`src/rtl/flag_sequencer_if.sv`:
```
// Instruction and flag-side bus between the decode/execute stages and the
// flag sequencer. The master drives requests and the slave is the sequencer.
interface flag_sequencer_if;
    logic       id_valid;
    logic [3:0] id_cond;
    logic       id_s;
    logic       id_ready;
    logic       issue_valid;
    logic       issue_exec;
    logic       flag_wb_valid;
    logic [3:0] flag_wb_data;
    logic       sr_wr_en;
    logic [3:0] sr_wr_data;
    logic       flush;
    logic [3:0] sr;
    logic [1:0] pending;
    logic [7:0] stall_cnt;
    logic       proto_err;

    modport master (
        output id_valid, id_cond, id_s, flag_wb_valid, flag_wb_data,
               sr_wr_en, sr_wr_data, flush,
        input  id_ready, issue_valid, issue_exec, sr, pending, stall_cnt,
               proto_err
    );

    modport slave (
        input  id_valid, id_cond, id_s, flag_wb_valid, flag_wb_data,
               sr_wr_en, sr_wr_data, flush,
        output id_ready, issue_valid, issue_exec, sr, pending, stall_cnt,
               proto_err
    );
endinterface

```
`src/rtl/flag_sequencer.sv`:
```
// Condition-code sequencer: holds conditional instructions until in-flight
// flag-setters have returned their flags, then issues them to EXE.
module flag_sequencer (
    input logic           clk,
    input logic           rst_n,
    flag_sequencer_if.slave bus
);
    typedef enum logic {ST_RUN, ST_WAIT} state_t;

    state_t     state;
    state_t     next_state;
    logic [3:0] sr;
    logic [1:0] pending;
    logic [7:0] stall_cnt;
    logic       issue_valid;
    logic       issue_exec;
    logic       proto_err;

    logic [3:0] sr_eff;
    logic       cond_pass;
    logic       dec;
    logic [1:0] pend_after;
    logic       blocked;
    logic       accept;
    logic       stall_inc;

    // Flags returning this cycle are forwarded so a waiting instruction can
    // issue in the same cycle its producer completes.
    always_comb begin
        sr_eff = (bus.flag_wb_valid && pending != 2'd0) ? bus.flag_wb_data : sr;
        cond_pass = 1'b0;
        case (bus.id_cond)
            4'b0000: cond_pass = sr_eff[2];
            4'b0001: cond_pass = !sr_eff[2];
            4'b0010: cond_pass = sr_eff[1];
            4'b0011: cond_pass = !sr_eff[1];
            4'b0100: cond_pass = sr_eff[3];
            4'b0101: cond_pass = !sr_eff[3];
            4'b0110: cond_pass = sr_eff[0];
            4'b0111: cond_pass = !sr_eff[0];
            4'b1000: cond_pass = sr_eff[1] && !sr_eff[2];
            4'b1001: cond_pass = !sr_eff[1] || sr_eff[2];
            4'b1010: cond_pass = sr_eff[3] == sr_eff[0];
            4'b1011: cond_pass = sr_eff[3] != sr_eff[0];
            4'b1100: cond_pass = !sr_eff[2] && (sr_eff[3] == sr_eff[0]);
            4'b1101: cond_pass = sr_eff[2] || (sr_eff[3] != sr_eff[0]);
            4'b1110: cond_pass = 1'b1;
            default: cond_pass = 1'b0;
        endcase
    end

    always_comb begin
        dec        = bus.flag_wb_valid && pending != 2'd0 && !bus.flush;
        pend_after = pending - {1'b0, dec};
        blocked    = ((bus.id_cond[3:1] != 3'b111) && pend_after != 2'd0)
                   || (bus.id_s && pend_after == 2'd3);
        accept     = bus.id_valid && !bus.flush && !blocked;
    end

    always_ff @(posedge clk or negedge rst_n) begin
        if (!rst_n) begin
            state <= ST_RUN;
        end else begin
            state <= next_state;
        end
    end

    always_comb begin
        next_state = state;
        case (state)
            ST_RUN:  if (bus.id_valid && blocked && !bus.flush) next_state = ST_WAIT;
            ST_WAIT: if (accept || !bus.id_valid || bus.flush) next_state = ST_RUN;
            default: next_state = ST_RUN;
        endcase
    end

    always_comb begin
        stall_inc = (state == ST_WAIT) || (next_state == ST_WAIT);
    end

    // Flag writeback outranks a direct write; a failed-condition flag-setter
    // never commits, so it does not count as outstanding.
    always_ff @(posedge clk or negedge rst_n) begin
        if (!rst_n) begin
            sr          <= 4'b0000;
            pending     <= 2'd0;
            issue_valid <= 1'b0;
            issue_exec  <= 1'b0;
            stall_cnt   <= 8'd0;
            proto_err   <= 1'b0;
        end else begin
            issue_valid <= accept;
            issue_exec  <= accept && cond_pass;
            if (bus.flush) begin
                pending <= 2'd0;
            end else begin
                pending <= pend_after + {1'b0, accept && bus.id_s && cond_pass};
            end
            if (dec) begin
                sr <= bus.flag_wb_data;
            end else if (bus.sr_wr_en && pending == 2'd0) begin
                sr <= bus.sr_wr_data;
            end
            if ((bus.flag_wb_valid && pending == 2'd0 && !bus.flush)
                || (bus.sr_wr_en && pending != 2'd0)) begin
                proto_err <= 1'b1;
            end
            if (stall_inc && stall_cnt != 8'hFF) begin
                stall_cnt <= stall_cnt + 8'd1;
            end
        end
    end

    assign bus.id_ready    = !bus.flush && !blocked;
    assign bus.issue_valid = issue_valid;
    assign bus.issue_exec  = issue_exec;
    assign bus.sr          = sr;
    assign bus.pending     = pending;
    assign bus.stall_cnt   = stall_cnt;
    assign bus.proto_err   = proto_err;
endmodule

```
`src/flat_wrapper.sv`:
```
// flat-port wrapper written by rule: the top's interface ports become plain ports
module flag_sequencer_flat 
  (clk, rst_n, bus_id_valid, bus_id_cond, bus_id_s, bus_flag_wb_valid, bus_flag_wb_data, bus_sr_wr_en, bus_sr_wr_data, bus_flush, bus_id_ready, bus_issue_valid, bus_issue_exec, bus_sr, bus_pending, bus_stall_cnt, bus_proto_err);
  flag_sequencer_if bus_i ();
  input logic clk;
  input logic rst_n;
  input wire logic [$bits(bus_i.id_valid)-1:0] bus_id_valid;
  input wire logic [$bits(bus_i.id_cond)-1:0] bus_id_cond;
  input wire logic [$bits(bus_i.id_s)-1:0] bus_id_s;
  input wire logic [$bits(bus_i.flag_wb_valid)-1:0] bus_flag_wb_valid;
  input wire logic [$bits(bus_i.flag_wb_data)-1:0] bus_flag_wb_data;
  input wire logic [$bits(bus_i.sr_wr_en)-1:0] bus_sr_wr_en;
  input wire logic [$bits(bus_i.sr_wr_data)-1:0] bus_sr_wr_data;
  input wire logic [$bits(bus_i.flush)-1:0] bus_flush;
  output wire logic [$bits(bus_i.id_ready)-1:0] bus_id_ready;
  output wire logic [$bits(bus_i.issue_valid)-1:0] bus_issue_valid;
  output wire logic [$bits(bus_i.issue_exec)-1:0] bus_issue_exec;
  output wire logic [$bits(bus_i.sr)-1:0] bus_sr;
  output wire logic [$bits(bus_i.pending)-1:0] bus_pending;
  output wire logic [$bits(bus_i.stall_cnt)-1:0] bus_stall_cnt;
  output wire logic [$bits(bus_i.proto_err)-1:0] bus_proto_err;
  assign bus_i.id_valid = bus_id_valid;
  assign bus_i.id_cond = bus_id_cond;
  assign bus_i.id_s = bus_id_s;
  assign bus_i.flag_wb_valid = bus_flag_wb_valid;
  assign bus_i.flag_wb_data = bus_flag_wb_data;
  assign bus_i.sr_wr_en = bus_sr_wr_en;
  assign bus_i.sr_wr_data = bus_sr_wr_data;
  assign bus_i.flush = bus_flush;
  assign bus_id_ready = bus_i.id_ready;
  assign bus_issue_valid = bus_i.issue_valid;
  assign bus_issue_exec = bus_i.issue_exec;
  assign bus_sr = bus_i.sr;
  assign bus_pending = bus_i.pending;
  assign bus_stall_cnt = bus_i.stall_cnt;
  assign bus_proto_err = bus_i.proto_err;
  flag_sequencer u_core (.clk(clk), .rst_n(rst_n), .bus(bus_i));
endmodule
```
`config.mk`:
```
export PLATFORM = sky130hd
export DESIGN_NAME = flag_sequencer_flat
export DESIGN_NICKNAME = d
export VERILOG_FILES = /design/src/rtl/flag_sequencer_if.sv /design/src/rtl/flag_sequencer.sv /design/src/flat_wrapper.sv
export SDC_FILE = /design/constraint.sdc
export NUM_CORES = 1
export LEC_CHECK = 0
export ABC_AREA = 1
export CORE_MARGIN = 2
export CORE_UTILIZATION = 35
export DETAILED_ROUTE_END_ITERATION = 10
export DONT_BUFFER_PORTS = 1
export SLEW_MARGIN = 20
export SYNTH_ARGS = -nofsm -noshare
export SYNTH_HDL_FRONTEND = slang
export SYNTH_SLANG_ARGS = --single-unit
```
`constraint.sdc`:
```
create_clock -name clk -period 3.7 [get_ports clk]
set_clock_uncertainty 0.2 [all_clocks]
set_input_delay 0.74 -clock clk [delete_from_list [all_inputs] [get_ports clk]]
set_output_delay 0.74 -clock clk [all_outputs]
set_load 0.05 [all_outputs]
```
==> summary.txt <==
Post-synth top area share: 36.3%
Detailed Place HPWL: 2240 um
CTS Buf Count: 3
Initial antenna violation count: 0
Reg2reg start: u_core.bus.pending[1]
CP Max Fanout: 10
PostCTS Resize Cnt: 0
# nets final: 212
Row count: 21
Worst Hold Class: in2reg
Vert. Die Dim: 63.6 um
Hold Crit Start: bus_flush
Most frequent cells in the layout: 60 x nand2_1, 26 x inv_1, 20 x nor2_1
Final Cycle Share: 87.5%
Clock transition at path regs: 0.11 ns
Slowest Stage Delay on Critical Path: 0.41 ns
DRC viols: 0
CTS max path bufs: 2
GRT Util Overall: 15.3%
Outcome: completed
Hold Crit Endpoint: u_core.bus.pending[0]
Mapped Avg Cell Area: 6.79 sq um
Final ANT Viol Nets: 0
Startpoint class of the critical path: flop
Peak VDD IR: 235 uV
Gate Count Post-Synth: 183
Mapped Nets: 205
Area growth syn-to-layout: 8.86%
R2R cell count: 13
Share of cells above drive strength 1: 8.99%
Core area: 0.00336 sq mm
Router iterations before antenna repair: 4
MaxCap Viol Count: 0
N_diodes: 0
WL/cell: 12.0 um
Final slew viol count: 0
CP cell instances: o21ai_2 > nor2_1 > ha_1 > xnor2_1 > nand2_1 > o21ai_2 > nand2_2 > nor2_1 > buf_4
Buffers on Ports: 0
Largest net degree at the start of global routing: 19
RSZ-0062 raised after global routing: no
Post-route minimum period: 3.24 ns
Vias post-DR: 1125
Global route overflow: 0
Cell Area, Synth: 0.00124 sq mm
Pre-CTS worst setup slack: 0.569 ns
Yosys reg bits: 18
First-pass GRT wire length: 4870 um
Critical-path top delay cell: dfrtp_1
Post-synthesis sequential area ratio: 36.3%
Critical Path AT: 2.30 ns
YS warnings: 0
Synth area leaders: dfrtp_1 36%, nand2_1 18%, inv_1 7.9%
Final setup viols: 0
Most common cell after layout, fill and taps aside: nand2_1
Setup TNS: 0 ns
Starting Density: 36.9%
Num ports: 37
R2R setup slack: 1.03 ns
Vias per cell: 4.79
WL final: 2820 um
FF-to-FF End: u_core.bus.pending[1]
Hold Vio Cnt, Final: 0
Setup Crit Path Kind: reg2out
Static Leak: 0.000719 uW
Postcts setup bufs: 0
Worst skew pair latency: 0.30 ns
Peak Freq: 0.309 GHz
Yosys cell types: 21
Slew margin rel.: 45.1%
Die Area: 0.00404 sq mm
Worst-Margin Slew: 0.821 ns
TritonCTS clock tree: built
CP required: 2.76 ns
Setup WS post-layout: 0.464 ns
Die width: 63.6 um
Drt initial violations: 45
Power Density: 502 mW/mm^2
CTS sink cnt: 18
H-tree levels: 1
Routability Congestion: 0.818
Critical path endpoint category: output pin
Hold Crit Depth: 1
Clock root buffer: clkbuf_4
Number of global-route vias before repair: 1134
Yosys top cell by area: dfrtp_1
cells in the mapped netlist:
cell / count
inv_1: 26
xor2_1: 3
o211ai_1: 2
o22ai_1: 1
nand3_2: 1
buf_6: 1
dfrtp_1: 18
buf_2: 1
xnor2_1: 5
nand2_1: 60
nand4_1: 2
a31oi_1: 2
nand2_2: 3
or2_2: 1
ha_1: 3
nor3_1: 2
a21oi_1: 3
nor2_1: 20
o21ai_0: 8
nand3_1: 16
o21ai_2: 5
layer usage:
metal / GRT usage (%) / vias up / share of wire [%] / routed length, um
li1: - / 589 / - / -
met1: 18.9 / 498 / 44 / 1240
met2: 24.6 / 36 / 47 / 1310
met3: 5.54 / 2 / 8.7 / 246
met4: 4.89 / 0 / 0.71 / 20
met5: 0 / - / 0 / 0
power by group:
part           leakage [uW]  total (uW)  internal (uW)  switching (uW)
logic              0.000467         187           68.5             119
clock network     0.0000210         127           60.0            67.5
registers          0.000232         365            226             139
sequential cells by signal, indices dropped and copies added, names as in the netlist:
| signal | count |
|---|---|
| u_core.bus.issue_valid | 1 |
| u_core.bus.issue_exec | 1 |
| u_core.state | 1 |
| u_core.bus.stall_cnt | 8 |
| u_core.bus.pending | 2 |
| u_core.bus.proto_err | 1 |
| u_core.bus.sr | 4 |
kinds of logic (layout without fill, tap and decap cells):
family | Yosys count | after routing | synth area share (%)
DFF | 18 | 18 | 36.3
and+or+nand+nor | 105 | 105 | 35.2
buffers and inverters | 28 | 34 | 9.16
adders and majority gates | 3 | 3 | 3.02
AOI/OAI and AO/OA | 21 | 21 | 10.7
xor gates and xnor gates | 8 | 8 | 5.64
critical path, delay by kind of cell, from the launching register on:
family          cells  cell delay, ns
simple gates        4            0.47
fa+ha+maj           1            0.23
flops               1            0.41
xor+xnor            1            0.25
buf+inv             1            0.21
compound gates      2            0.42
timing repair:
action | CTS | global route
hold buffers | 1 | 0
setup endpoints to repair | 0 | 0
hold endpoints to repair | 18 | 0
layout make-up:
| class | instances | area (sq um) |
|---|---|---|
| flip-flops and latches | 18 | 450 |
| clock buffers | 4 | 36.3 |
| fillers | 381 | 2010 |
| inverters | 26 | 97.6 |
| multi-input cells | 137 | 678 |
| repair buffers | 4 | 32.5 |
| well taps | 46 | 57.6 |
through the flow:
stage	util [%]	cell area [sq um]	total power (uW)	instances	hold WS, ns
3_3_place_gp	38.8	1310	553	230	0.245
6_report	40.2	1350	679	235	0.288
4_1_cts	40.2	1350	689	235	0.278
2_1_floorplan	-	1240	516	183	0.244
5_1_grt	40.2	1350	728	235	0.268
3_5_place_dp	38.8	1310	555	230	0.245
worst max path at each step:
stage	cells after the start	from	slack, ns	endpoint
2_1_floorplan	8	u_core.bus.pending[1]	0.32	bus_id_ready
6_report	9	u_core.bus.pending[1]	0.46	bus_id_ready
5_1_grt	9	u_core.bus.pending[1]	0.18	bus_id_ready
4_1_cts	9	u_core.bus.pending[1]	0.41	bus_id_ready
3_3_place_gp	9	bus_flag_wb_valid	0.67	bus_id_ready
3_5_place_dp	9	bus_flag_wb_valid	0.57	bus_id_ready
No activity file was read; power rests on OpenSTA's default activity.
